### src/rtl/d3x8_hold.sv
// Registered 3-to-8 decoder with valid/ready handshake, programmable hold time and an eight-line scan mode.
// Optional build macro D3X8_PARITY_EN adds a_par/par_err parity checking on accepted codes.
module d3x8_hold #(
  parameter int HOLD_CYCLES = 4,
  parameter int CNT_W       = 8
) (
  input  logic       clk,
  input  logic       rst,
  input  logic       en,
  input  logic       in_valid,
  output logic       in_ready,
  input  logic [2:0] a,
  input  logic       scan_start,
  output logic [7:0] y,
  output logic       active,
  output logic       done
`ifdef D3X8_PARITY_EN
  ,
  input  logic       a_par,
  output logic       par_err
`endif
);

  typedef enum logic [1:0] {IDLE, HOLD, SCAN} state_t;

  localparam logic [CNT_W-1:0] RELOAD = CNT_W'(HOLD_CYCLES - 1);

  state_t           state_reg, state_next;
  logic [7:0]       y_reg, y_next;
  logic             active_reg, active_next;
  logic             done_reg, done_next;
  logic [CNT_W-1:0] cnt_reg, cnt_next;
  logic [2:0]       idx_reg, idx_next;
  logic             accept;
  logic             code_ok;

  assign in_ready = (state_reg == IDLE) && en && !rst && !scan_start;
  assign accept   = in_valid && in_ready;

`ifdef D3X8_PARITY_EN
  logic par_err_reg, par_err_next;

  // Valid codes carry odd parity across {a, a_par}; a bad code is still consumed.
  assign code_ok      = ^{a, a_par};
  assign par_err_next = accept && !code_ok;
  assign par_err      = par_err_reg;
`else
  assign code_ok = 1'b1;
`endif

  always_comb begin
    state_next  = state_reg;
    y_next      = y_reg;
    active_next = active_reg;
    done_next   = 1'b0;
    cnt_next    = cnt_reg;
    idx_next    = idx_reg;
    case (state_reg)
      IDLE: begin
        y_next      = 8'h00;
        active_next = 1'b0;
        if (en && scan_start) begin
          state_next  = SCAN;
          y_next      = 8'h01;
          active_next = 1'b1;
          cnt_next    = RELOAD;
          idx_next    = 3'd0;
        end else if (accept && code_ok) begin
          state_next  = HOLD;
          y_next      = 8'h01 << a;
          active_next = 1'b1;
          cnt_next    = RELOAD;
        end
      end
      HOLD, SCAN: begin
        if (!en) begin
          state_next  = IDLE;
          y_next      = 8'h00;
          active_next = 1'b0;
          cnt_next    = '0;
        end else if (cnt_reg != '0) begin
          cnt_next = cnt_reg - CNT_W'(1);
        end else if (state_reg == SCAN && idx_reg != 3'd7) begin
          idx_next = idx_reg + 3'd1;
          y_next   = y_reg << 1;
          cnt_next = RELOAD;
        end else begin
          // Hold expiry, or the last scan line has finished.
          state_next  = IDLE;
          y_next      = 8'h00;
          active_next = 1'b0;
          done_next   = (state_reg == SCAN);
        end
      end
      default: begin
        state_next  = IDLE;
        y_next      = 8'h00;
        active_next = 1'b0;
      end
    endcase
  end

  always_ff @(posedge clk) begin
    if (rst) begin
      state_reg  <= IDLE;
      y_reg      <= 8'h00;
      active_reg <= 1'b0;
      done_reg   <= 1'b0;
      cnt_reg    <= '0;
      idx_reg    <= 3'd0;
`ifdef D3X8_PARITY_EN
      par_err_reg <= 1'b0;
`endif
    end else begin
      state_reg  <= state_next;
      y_reg      <= y_next;
      active_reg <= active_next;
      done_reg   <= done_next;
      cnt_reg    <= cnt_next;
      idx_reg    <= idx_next;
`ifdef D3X8_PARITY_EN
      par_err_reg <= par_err_next;
`endif
    end
  end

  assign y      = y_reg;
  assign active = active_reg;
  assign done   = done_reg;

endmodule

### config.mk
export PLATFORM = sky130hd
export DESIGN_NAME = d3x8_hold
export DESIGN_NICKNAME = d
export VERILOG_FILES = /design/src/rtl/d3x8_hold.sv
export SDC_FILE = /design/constraint.sdc
export NUM_CORES = 1
export LEC_CHECK = 0
export CORE_UTILIZATION = 40
export CTS_CLUSTER_SIZE = 40
export DETAILED_ROUTE_END_ITERATION = 7
export PLACE_DENSITY = 0.74
export SYNTH_ARGS = -nofsm -noshare
export SYNTH_HDL_FRONTEND = slang
export SYNTH_SLANG_ARGS = --single-unit
### constraint.sdc
create_clock -name clk -period 2 [get_ports clk]
set_input_delay 0.3 -clock clk [delete_from_list [all_inputs] [get_ports clk]]
set_output_delay 0.3 -clock clk [all_outputs]
set_load 0.005 [all_outputs]
==> metrics.md <==
| Metric | Value |
|---|---|
| Outcome | finished, final reports clean |
| Critical Path, Cell by Cell | inv_1 -> ha_2 -> nor2b_4 -> nor3b_4 -> dlygate4sd2_1 |
| Die Wd | 61.4 um |
| Starting Density | 0.420 |
| CTS tree | yes |
| Final setup viols | 0 |
| RSZ-0062 raised after global routing | no |
| Share of the synthesized area in the top cell type | 0.326 |
| Number of global-route vias before repair | 1321 |
| Final WL | between 3000 and 4000 um |
| Core area | 3360 sq um |
| Most used routing layer | met2 |
| CTS root buffer | clkbuf_4 |
| Unique masters post-synth | 50 |
| Via density | 5.66 |
| Post-place setup slack | -82.9 ps |
| Met3 Use GR | 0.0399 |
| Crit path required time | between 1500 and 2000 ps |
| Dominant cell type by area after synthesis | dfxtp_1 |
| Register Area | around 460 sq um |
| Clk sinks | 23 |
| Antenna viol nets, final | 0 |
| Slew headroom | 0.657 |
| GR Layer Usage met1 | 0.251 |
| Hold WC Path Type | flop to flop |
| Vias | 1365 |
| Fin util | 0.538 |
| First-pass detailed-route iteration total | 4 |
| DR WL/cell | 14.0 um |
| Htree depth | 1 |
| Global Route met2 Usage | 0.363 |
| Slew Limit Fails | 0 |
| Minimum clock period | 1870 ps |
| Max Fclk | 0.534 GHz |
| Multi-input logic area | 925 sq um |
| Max stage delay on crit path | 360 ps |
| Fillers | 335 |
| Buf/Inv on CP | 2 |
| Clock buffer count from CTS | 3 |
| Initial antenna violation count | 0 |
| Least-Margin Pin Slew | 513 ps |
| Most frequent cells in the layout | 23 x dfxtp_1, 19 x buf_4, 17 x clkdlybuf4s50_1, 15 x nor2_1, 15 x nand2_1 |
| Share of layout cells above drive strength 1 | 0.241 |
| Max rail drop VDD | 422 uV |
| Mapped Cells | 158 |
| Slowest-stage cell, CP | dfxtp_1 |
| Detailed placer's ending HPWL | 2620 um |
| Final worst slack | 129 ps |
| Synth Register Bits | 23 |
| Core Rows | 21 |
| DRC | 0 |
| Sequential fraction of the synthesis area | 0.326 |
| Layout Nets | 211 |
| CTS Buffer Depth | 2 |
| Clk_skew | 7.53 ps |
| Hold violation count in the final report | 0 |
| Layout Area Growth over Synthesis | 28.3% |
| Gr usage total | 0.204 |
| Kind of critical path | flop to output pin |
| Initial DRC count | 66 |
| Synth Cell Area | 1410 sq um |
| Grt ovf | 0 |
| Warnings from Yosys | 0 |
| Syn nets | ~170 |
| Leakage power total | between 0.6 and 0.7 nW |
| CP delay by family, top | simple AND/OR/NAND/NOR gates |
| Commonest non-fill, non-tap cell in the layout | dfxtp_1 |
| Setup crit end kind | output pin |
| # diodes | 0 |
| Syn avg cell area | slightly below 9 sq um |
| Die ar. | ~3800 sq um |
| First-pass GRT wire length | just under 6000 um |
| Worst Path Arrival | 1570 ps |
| Port bufs | 18 |
| I/O pin total | 19 |
| Peak fanout along the critical path | 3 |
| Period utilisation layout | 0.935 |
| Top cells by area, synth | dfxtp_1 33%, ha_1 6.2%, a22o_1 4.3% |
| Max-Cap Viols | 0 |
| Crit start category | flop |
| PD cells | 547 nW/um^2 |
| Clk pin slew, worst setup/hold paths | 130 ps |
| Post-CTS setup repair buffer count | 0 |
| Clock Latency Late Sink | 320 ps |
| Largest net degree at the start of global routing | 19 |
| GP Congestion | 0.889 |
| Die height | 61.4 um |
[synth_stat cells (all sizes together)]
| library cell | number |
|---|---|
| a22oi | 1 |
| a21bo | 2 |
| nand3b | 1 |
| a31oi | 3 |
| clkbuf | 3 |
| nand4 | 2 |
| o41ai | 3 |
| a2111o | 1 |
| o31ai | 5 |
| a31o | 1 |
| o32ai | 1 |
| and2 | 4 |
| nand2 | 17 |
| a21oi | 9 |
| ha | 7 |
| nor4 | 2 |
| a211o | 2 |
| inv | 5 |
| a311oi | 1 |
| nand3 | 5 |
| a221oi | 3 |
| a211oi | 2 |
| a21boi | 2 |
| nor3 | 7 |
| o21ai | 7 |
| mux2i | 2 |
| a22o | 7 |
| nor2 | 17 |
| clkdlybuf4s18 | 1 |
| o211ai | 1 |
| or3 | 1 |
| nand2b | 3 |
| dfxtp | 23 |
| nor2b | 4 |
| nor3b | 3 |
[kinds of logic after synthesis]
family	after synthesis	synth area share
flip-flops	23	0.326
buffers and inverters	9	0.0355
adder cells (fa/ha/maj)	7	0.0621
AND/OR/NAND/NOR	66	0.261
AO/OA/AOI/OAI	51	0.301
multiplexers	2	0.0142
[final cells by class]
class | count | area share
multi-input combinational | 126 | 0.511
sequential | 23 | 0.254
timing repair buffer | 37 | 0.178
tap | 46 | 0.0318
clock buffer | 3 | 0.0124
inverter | 5 | 0.0104
clock inverter | 1 | 0.00276
[per-layer routing]
layer | wire, um | up-vias
li1 | - | 668
met1 | 1490 | 654
met5 | 0 | -
met3 | 120 | 6
met2 | 1710 | 37
met4 | 51 | 0
[power by group]
group	internal, mW	leakage [nW]	switching (mW)
Clock	0.0748	0.0177	0.143
Sequential	0.470	0.186	0.0102
Combinational	0.131	0.493	0.161
Total	0.676	0.697	0.314
[per-stage QoR]
step | instance area [sq um] | total power [mW] | hold slack (ps) | TNS (ps) | cells
after floorplan | 1410 | 0.667 | 465 | 0 | 158
after global placement | 1760 | 0.761 | 464 | -78.6 | 237
after detailed placement | 1760 | 0.772 | 478 | -568 | 237
after CTS | 1800 | 0.993 | 507 | 0 | 241
after global routing | 1810 | 1.04 | 533 | 0 | 241
final | 1810 | 0.990 | 504 | 0 | 241
[repair_timing]
| action | in CTS | in global routing |
|---|---|---|
| hold buffers | 0 | 0 |
| setup endpoints to repair | 8 | 5 |
| pin swaps | 0 | 1 |
| resized for setup | 4 | 5 |
[path summary, 6_finish.rpt]
check / startpoint / endpoint / slack, ps / cells after the start
min reg2reg: y[7] / y[7] / 500 / 1
min: y[7] / y[7] / 500 / 1
max: state_reg[1] / in_ready / 130 / 5
max reg2reg: cnt_reg[1] / cnt_reg[0] / 140 / 8
Power figures use the tool's default switching activity.
